$ cat config.mk
export PLATFORM = sky130hd
export DESIGN_NAME = fetch_unit_flat
export DESIGN_NICKNAME = d
export VERILOG_FILES = /design/src/rtl/fetch_unit_if.sv /design/src/rtl/fetch_unit.sv /design/src/flat_wrapper.sv
export SDC_FILE = /design/constraint.sdc
export NUM_CORES = 1
export LEC_CHECK = 0
export BUFFER_PORTS_ARGS = -buffer_cell sky130_fd_sc_hd__buf_4
export CORE_ASPECT_RATIO = 0.6
export CORE_MARGIN = 2
export CORE_UTILIZATION = 40
export CTS_BUF_LIST = sky130_fd_sc_hd__clkbuf_8
export CTS_CLUSTER_SIZE = 40
export DETAILED_ROUTE_END_ITERATION = 8
export HOLD_SLACK_MARGIN = 0.02
export PLACE_DENSITY = 0.64
export SYNTH_ARGS = -nofsm -noshare
export SYNTH_HDL_FRONTEND = slang
export SYNTH_SLANG_ARGS = --single-unit
export TNS_END_PERCENT = 30
$ cat constraint.sdc
create_clock -name clk -period 3.2 [get_ports clk]
set_input_delay 0.32 -clock clk [delete_from_list [all_inputs] [get_ports clk]]
set_output_delay 0.32 -clock clk [all_outputs]
set_load 0.02 [all_outputs]
$ cat src/rtl/fetch_unit_if.sv
// Instruction-memory port between the fetch unit (master) and a combinational imem (slave).
// Latency: none, imem_q answers imem_addr within the same cycle.
// Backpressure: none, the imem always answers.
interface fetch_unit_if #(
   parameter int IMEM_AW = 6
);
   logic [IMEM_AW-1:0] imem_addr;
   logic [31:0]        imem_q;

   modport master (output imem_addr, input imem_q);
   modport slave  (input imem_addr, output imem_q);
endinterface

$ cat src/rtl/fetch_unit.sv
// LEGv8 fetch front end: owns the PC, reads imem, loads IF/ID, detects halt and PC faults.
// Latency: the instruction addressed by PC appears in IF/ID one edge later.
// Backpressure: stall_i holds PC and IF/ID. Optional counters behind FETCH_PERF_CNT_EN.
module fetch_unit #(
   parameter int          N          = 64,
   parameter int          IMEM_AW    = 6,
   parameter logic [31:0] HALT_INSTR = 32'hb400001f
) (
   input  logic          clk,
   input  logic          reset,
   fetch_unit_if.master  imem,
   input  logic          stall_i,
   input  logic          flush_i,
   input  logic          branch_taken_i,
   input  logic [N-1:0]  branch_target_i,
   output logic [N-1:0]  if_id_pc,
   output logic [31:0]   if_id_instr,
   output logic          if_id_valid,
   output logic          halted,
   output logic          pc_fault
`ifdef FETCH_PERF_CNT_EN
   ,
   output logic [31:0]   fetch_count,
   output logic [31:0]   stall_count
`endif
);

   typedef enum logic [1:0] {
      RUN   = 2'd0,
      HALT  = 2'd1,
      FAULT = 2'd2
   } state_t;

   localparam logic [N-1:0] PC_STEP = N'(4);

   state_t        state_q;
   logic [N-1:0]  pc_q;
   logic [N-1:0]  if_id_pc_q;
   logic [31:0]   if_id_instr_q;
   logic          if_id_valid_q;
   logic          halted_q;
   logic          pc_fault_q;

   logic [N-1:0]  pc_inc_d;
   logic          tgt_bad_d;
   logic          inc_bad_d;
   logic          is_halt_d;

   // A byte address is unusable if misaligned or beyond the last imem word.
   function automatic logic addr_bad(input logic [N-1:0] a);
      return (a[1:0] != 2'b00) || (a[N-1:IMEM_AW+2] != '0);
   endfunction

   // Sequential successor and the range checks on both candidate next PCs.
   always_comb begin
      pc_inc_d  = pc_q + PC_STEP;
      tgt_bad_d = addr_bad(branch_target_i);
      inc_bad_d = addr_bad(pc_inc_d);
      is_halt_d = (imem.imem_q == HALT_INSTR);
   end

   assign imem.imem_addr = pc_q[IMEM_AW+1:2];
   assign if_id_pc       = if_id_pc_q;
   assign if_id_instr    = if_id_instr_q;
   assign if_id_valid    = if_id_valid_q;
   assign halted         = halted_q;
   assign pc_fault       = pc_fault_q;

   // Fetch FSM: PC, IF/ID register and status flags, all updated together.
   always_ff @(posedge clk) begin
      if (reset) begin
         state_q       <= RUN;
         pc_q          <= '0;
         if_id_pc_q    <= '0;
         if_id_instr_q <= '0;
         if_id_valid_q <= 1'b0;
         halted_q      <= 1'b0;
         pc_fault_q    <= 1'b0;
      end else begin
         case (state_q)
            RUN, HALT: begin
               if (branch_taken_i) begin
                  // Redirect squashes the slot in flight; a bad target freezes PC.
                  if_id_valid_q <= 1'b0;
                  if_id_instr_q <= '0;
                  halted_q      <= 1'b0;
                  if (tgt_bad_d) begin
                     state_q    <= FAULT;
                     pc_fault_q <= 1'b1;
                  end else begin
                     state_q <= RUN;
                     pc_q    <= branch_target_i;
                  end
               end else if (state_q == HALT) begin
                  if_id_valid_q <= 1'b0;
                  if_id_instr_q <= '0;
               end else if (flush_i) begin
                  if_id_valid_q <= 1'b0;
                  if_id_instr_q <= '0;
                  if (inc_bad_d) begin
                     state_q    <= FAULT;
                     pc_fault_q <= 1'b1;
                  end else begin
                     pc_q <= pc_inc_d;
                  end
               end else if (!stall_i) begin
                  // Normal fetch; the halt word itself is delivered valid.
                  if_id_pc_q    <= pc_q;
                  if_id_instr_q <= imem.imem_q;
                  if_id_valid_q <= 1'b1;
                  if (is_halt_d) begin
                     state_q  <= HALT;
                     halted_q <= 1'b1;
                  end else if (inc_bad_d) begin
                     state_q    <= FAULT;
                     pc_fault_q <= 1'b1;
                  end else begin
                     pc_q <= pc_inc_d;
                  end
               end
            end
            default: begin
               // FAULT: frozen until reset, only bubbles leave IF/ID.
               if_id_valid_q <= 1'b0;
            end
         endcase
      end
   end

`ifdef FETCH_PERF_CNT_EN
   logic [31:0] fetch_count_q;
   logic [31:0] stall_count_q;
   logic        run_d;

   assign run_d       = (state_q == RUN);
   assign fetch_count = fetch_count_q;
   assign stall_count = stall_count_q;

   // Event counters; both naturally freeze outside RUN.
   always_ff @(posedge clk) begin
      if (reset) begin
         fetch_count_q <= '0;
         stall_count_q <= '0;
      end else begin
         if (run_d && !branch_taken_i && !flush_i && !stall_i) begin
            fetch_count_q <= fetch_count_q + 32'd1;
         end
         if (run_d && stall_i && !branch_taken_i) begin
            stall_count_q <= stall_count_q + 32'd1;
         end
      end
   end
`endif

endmodule

$ cat src/flat_wrapper.sv
// flat-port wrapper written by rule: the top's interface ports become plain ports
module fetch_unit_flat 
#(
   parameter int          N          = 64,
   parameter int          IMEM_AW    = 6,
   parameter logic [31:0] HALT_INSTR = 32'hb400001f
)
  (clk, reset, stall_i, flush_i, branch_taken_i, branch_target_i, if_id_pc, if_id_instr, if_id_valid, halted, pc_fault, imem_imem_addr, imem_imem_q);
  fetch_unit_if #(.IMEM_AW(IMEM_AW)) imem_i ();
  input  logic clk;
  input  logic reset;
  input  logic stall_i;
  input  logic flush_i;
  input  logic branch_taken_i;
  input  logic [N-1:0] branch_target_i;
  output logic [N-1:0] if_id_pc;
  output logic [31:0] if_id_instr;
  output logic if_id_valid;
  output logic halted;
  output logic pc_fault;
  output wire logic [$bits(imem_i.imem_addr)-1:0] imem_imem_addr;
  input wire logic [$bits(imem_i.imem_q)-1:0] imem_imem_q;
  assign imem_imem_addr = imem_i.imem_addr;
  assign imem_i.imem_q = imem_imem_q;
  fetch_unit #(.N(N), .IMEM_AW(IMEM_AW), .HALT_INSTR(HALT_INSTR)) u_core (.clk(clk), .reset(reset), .imem(imem_i), .stall_i(stall_i), .flush_i(flush_i), .branch_taken_i(branch_taken_i), .branch_target_i(branch_target_i), .if_id_pc(if_id_pc), .if_id_instr(if_id_instr), .if_id_valid(if_id_valid), .halted(halted), .pc_fault(pc_fault));
endmodule
# ---- Word-level counts from Yosys, hierarchy flattened
# Index checks and enable logic that the tools add are counted.
dict set report op_classes {
  n_eq_ne 10
  n_addsub 1
  mux 30
  n_bitwise 5
  reduce_logical 16
}
# cell n
set op_table {}
lappend op_table {{$mux 64} 7}
lappend op_table {{$mux 32} 4}
lappend op_table {{$reduce_bool 56->1} 2}
lappend op_table {{$add 64x3->64 const B} 1}
lappend op_table {{$eq 32x32->1 const B} 1}
lappend op_table {{$reduce_and 5->1} 4}
lappend op_table {{$mux 2} 7}
lappend op_table {{$mux 1} 12}
lappend op_table {{$ne 2x1->1 const B} 3}
lappend op_table {{$reduce_bool 2->1} 3}
lappend op_table {{$not 1->1} 5}
lappend op_table {{$reduce_or 5->1} 1}
lappend op_table {{$ne 2x2->1 const B} 2}
lappend op_table {{$ne 4x1->1 const B} 1}
lappend op_table {{$ne 3x1->1 const B} 1}
lappend op_table {{$ne 3x3->1 const B} 1}
lappend op_table {{$reduce_and 3->1} 1}
lappend op_table {{$eq 2x1->1 const B} 1}
lappend op_table {{$logic_not 2->1} 1}
lappend op_table {{$logic_or 1x1->1} 2}
lappend op_table {{$reduce_and 2->1} 1}
lappend op_table {{$reduce_or 2->1} 1}
dict set report totals {
  input_bits 101
  output_inout_bits 105
  wordCells 69
  reg_bits 165
}

# ---- Logic depth before layout (Yosys ltp)
dict set report logic_depth {
  word_depth 9
  ltp_mapped 14
  ltp_nobuf 10
}

# ---- Worst setup path before layout
# OpenSTA, ideal clock, no wires.
dict set report synth_path {
  path_type {flip-flop to flip-flop}
  start {register u_core.pc_q[2]}
  end {register u_core.pc_q[23]}
  path_slack_ns 0.067
  setup_time_ns 0.115
  synth_period_minus_slack_ns 3.133
  stages_incl_launch_ff 14
  arrival_ns 3.018
  required_ns 3.085
  cell_sequence {dfxtp_1 ha_1 nand3_1 nor3_2 nand3_2 or3_1 a2111o_1 nor4_2 and4_1 buf_4 a21boi_2 buf_6 buf_6 and2_1}
}
dict set report synth_between {
  elab_chain_cells 9
}
# item line
set synth_rtl {}
lappend synth_rtl {{from (decl)} fetch_unit.sv:37} ;# logic [N-1:0] pc_q;
lappend synth_rtl {{from (signal assigned)} fetch_unit.sv:92} ;# pc_q <= branch_target_i;
lappend synth_rtl {{from (signal assigned)} fetch_unit.sv:104} ;# pc_q <= pc_inc_d;
lappend synth_rtl {{from (signal assigned)} fetch_unit.sv:118} ;# pc_q <= pc_inc_d;
lappend synth_rtl {{$add 64x3->64 (*)} fetch_unit.sv:56} ;# pc_inc_d = pc_q + PC_STEP;
lappend synth_rtl {{$reduce_bool 56->1} fetch_unit.sv:51} ;# return (a[1:0] != 2'b00) || (a[N-1:IMEM_AW+2] != '0);
lappend synth_rtl {{$logic_or 1x1->1} fetch_unit.sv:51}
lappend synth_rtl {{$mux 64 (*)} {fetch_unit.sv:100, fetch_unit.sv:114}}
lappend synth_rtl {{$mux 64} fetch_unit.sv:111} ;# if (is_halt_d) begin
lappend synth_rtl {{$mux 64} fetch_unit.sv:106} ;# end else if (!stall_i) begin
lappend synth_rtl {{$mux 64 (*)} fetch_unit.sv:97} ;# end else if (flush_i) begin
lappend synth_rtl {{$mux 64 (*)} fetch_unit.sv:94} ;# end else if (state_q == HALT) begin
lappend synth_rtl {{$mux 64 (*)} fetch_unit.sv:82} ;# if (branch_taken_i) begin
# Mark *: on every way between the ends. The rest lies on a longest branch, timed or not. The select of a mux whose other input is x is not followed.
# A chain may end at the register's enable or synchronous reset.

# ---- Worst setup path after layout
dict set report layout_path {
  start {register u_core.pc_q[23]}
  end {register u_core.pc_q[4]}
}
dict set report layout_between {
  elab_chain_cells 9
}
# item line
set layout_rtl {}
lappend layout_rtl {{$add 64x3->64 (*)} fetch_unit.sv:56}
lappend layout_rtl {{$reduce_bool 56->1 (*)} fetch_unit.sv:51}
lappend layout_rtl {{$logic_or 1x1->1 (*)} fetch_unit.sv:51}
lappend layout_rtl {{$mux 64 (*)} --}
lappend layout_rtl {{$mux 64 (2 in a row)} --}
lappend layout_rtl {{$mux 64 (*) (3 in a row)} --}
# Marked as above.

==> results.json <==
{
  "die_area_um2": 19200,
  "finalPower_w": 0.00392,
  "drv_slew": 0,
  "tightest_slew_ns": 0.712,
  "area_delta_synth_final_pct": 37.2,
  "layout_commonest_cell": "buf_4",
  "clk_path_buf_depth": 2,
  "coreArea_um2": 17900,
  "htree_num_levels": 4,
  "syn_inst": 866,
  "routedWlPerCell_um": 16.5,
  "overflow": 0,
  "routed_via_density": 5.37,
  "cts_buffers": 17,
  "seqPwrFrac": 0.533,
  "firstDrtPassIters": 5,
  "r2r_cells": 11,
  "drive_above_1_share": 0.324,
  "hold_viol_final": 0,
  "ys_seq_area_frac": 0.456,
  "syn-mean-instance-area_um2": 8.37,
  "ant_nets": 0,
  "clk-insertion-delay-late_ns": 0.46,
  "p_switching_w": 0.00105,
  "internal_power_w": 0.00287,
  "slowest_stage": "dfxtp_2",
  "cp.depth": 11,
  "crit_buf_inv": 2,
  "cp_max_fo": 5,
  "critPathMaxStageDelay_ns": 0.41,
  "period_minus_slack_ns": 3.11,
  "hpwl_um": 17000,
  "cp_top_family": "simple AND/OR/NAND/NOR gates",
  "tns_ns": 0,
  "globalplace.congestion": 0.981,
  "die_h_um": 108,
  "syn-cell-area_um2": 7250,
  "rows": 38,
  "ir_drop_v": 0.000207,
  "yosysWarnings": 0,
  "diodes": 0,
  "timing.final.crit_share": 0.972,
  "start_util": 0.404,
  "fin_skew_ns": 0.0132,
  "setup_viol": 0,
  "ys_types": 62,
  "numPortBuffers": 205,
  "grt_pass1_vias": 6525,
  "comb_power_share": 0.089,
  "p_per_area_nw_per_um2": 394,
  "grt_usage": 0.231,
  "cap_violations": 0,
  "leakage_nw": 4.05,
  "swShare": 0.269,
  "initialDrtViolationCount": 678,
  "status": "completed",
  "critPathKind": "reg -> reg",
  "hold_depth": 3,
  "ios": 206,
  "fmax_mhz": 321,
  "relSlewSlack": 0.525,
  "grt_max_degree": 59,
  "drcViolationCount": 0,
  "synth.net_count": 968,
  "worstPathCellList": "and3_2, nand4_1, buf_4, buf_4, nor4_1, xor2_1, nor4_1, and4b_1, and4_4, a21oi_1, o31ai_1",
  "wirelength_um": 22500,
  "synth_flop_cell": "dfxtp_1",
  "grt_pass1_wl_um": 35100,
  "critPathCaptureType": "register",
  "start_kind": "register",
  "power_frac_clock": 0.378,
  "postSynth.asyncResetShare": 0,
  "clk_pin_slew_ns": 0.10,
  "cts_root_buffer": "clkbuf_8",
  "hp-class": "in -> reg",
  "synth_edf_count": 0,
  "crit_arrival_ns": 3.46,
  "required_ns": 3.55,
  "synth_seq_cells": 165,
  "hold_buffers": 0,
  "final_cell_mix": "buf_4 (282), dfxtp_1 (156), nand2_1 (150), a21oi_1 (74), and2_1 (61)",
  "antenna_found_initial": 0,
  "final_core_util": 0.555,
  "fp.dieW_um": 178,
  "cts.sinks": 165,
  "cts_tree": "built",
  "num_vias": 7303,
  "layout.nets": 1209
}
worst reg2reg max path, stage by stage (launching register included):
cell	delay, ns
dfxtp_2	0.41
and3_2	0.28
nand4_1	0.16
buf_4	0.19
buf_4	0.14
nor4_1	0.34
xor2_1	0.11
nor4_1	0.32
and4b_1	0.30
and4_4	0.25
a21oi_1	0.17
o31ai_1	0.33
final timing paths:
path / from / to / slack [ns]
min: imem_imem_q[18] / u_core.if_id_instr[18] / 0.11
max reg2reg: u_core.pc_q[23] / u_core.pc_q[4] / 0.09
min reg2reg: u_core.if_id_pc[15] / u_core.if_id_pc[15] / 0.46
max: u_core.pc_q[23] / u_core.pc_q[4] / 0.09
cell families after synthesis:
family,synth area share
adders and majority gates,0.00173
AOI/OAI and AO/OA,0.146
muxes,0.00829
buffers and inverters,0.0501
xor gates and xnor gates,0.0254
DFF,0.456
and+or+nand+nor,0.313
registers in the layout, summed over array words and instances, names as in the netlist:
signal and cells:
u_core.if_id_valid 1, u_core.if_id_pc 64, u_core.state_q 2, u_core.halted 1, u_core.pc_fault 1, u_core.pc_q 64
u_core.if_id_instr 32
layout make-up:
type	count	area, um2
Tap cell	240	300
Clock inverter	14	141
Sequential cell	165	3310
Multi-Input combinational cell	627	3700
Fill cell	1670	7980
Inverter	9	33.8
Clock buffer	17	234
Timing Repair Buffer	287	2220
stage by stage:
| step | std cells | cell area [um2] | hold WS, ns | worst slack [ns] |
|---|---|---|---|---|
| after floorplan | 866 | 7250 | 0.436 | 0.0668 |
| after global placement | 1324 | 9420 | 0.444 | -0.101 |
| after detailed placement | 1324 | 9420 | 0.447 | -0.0871 |
| after CTS | 1357 | 9830 | 0.0954 | 0.0118 |
| after global routing | 1359 | 9940 | 0.101 | -0.0703 |
| final | 1359 | 9940 | 0.109 | 0.0892 |
power groups by stage:
stage                     Clock (W)  Combinational, W  Sequential, W
after global placement            0          0.000345        0.00213
after CTS                   0.00151          0.000346        0.00209
after detailed placement          0          0.000345        0.00213
after floorplan                   0          0.000149        0.00215
after global routing        0.00159          0.000379        0.00209
final                       0.00148          0.000348        0.00209
cells in the mapped netlist (8+ instances only):
cell type / count / area [um2]
a21oi_1: 75 / 375
a22oi_1: 33 / 248
and2_1: 61 / 382
and3_1: 12 / 75.1
and4_1: 10 / 87.6
buf_2: 10 / 50.1
buf_4: 9 / 67.6
clkbuf_1: 40 / 150
dfxtp_1: 165 / 3300
inv_1: 9 / 33.8
nand2_1: 150 / 563
nand3_1: 23 / 115
nand4_1: 35 / 219
nor2_1: 50 / 188
nor3_1: 22 / 110
nor4_1: 36 / 225
o21ai_0: 8 / 40.0
xnor2_1: 12 / 105
xor2_1: 9 / 78.8
per-layer routing:
layer,wire length (um),track usage
met1,11300,0.350
met2,9100,0.331
met3,1780,0.0520
met4,264,0.0521
met5,0,0
what timing repair did:
| item | in CTS | in global routing |
|---|---|---|
| endpoints found under the setup margin | 62 | 64 |
| pin swaps | 1 | 4 |
| gates resized for setup | 3 | 27 |
| setup buffers | 2 | 2 |
| endpoints found under the hold margin | 0 | 0 |
Note: power is estimated with default switching activity, not from simulation.
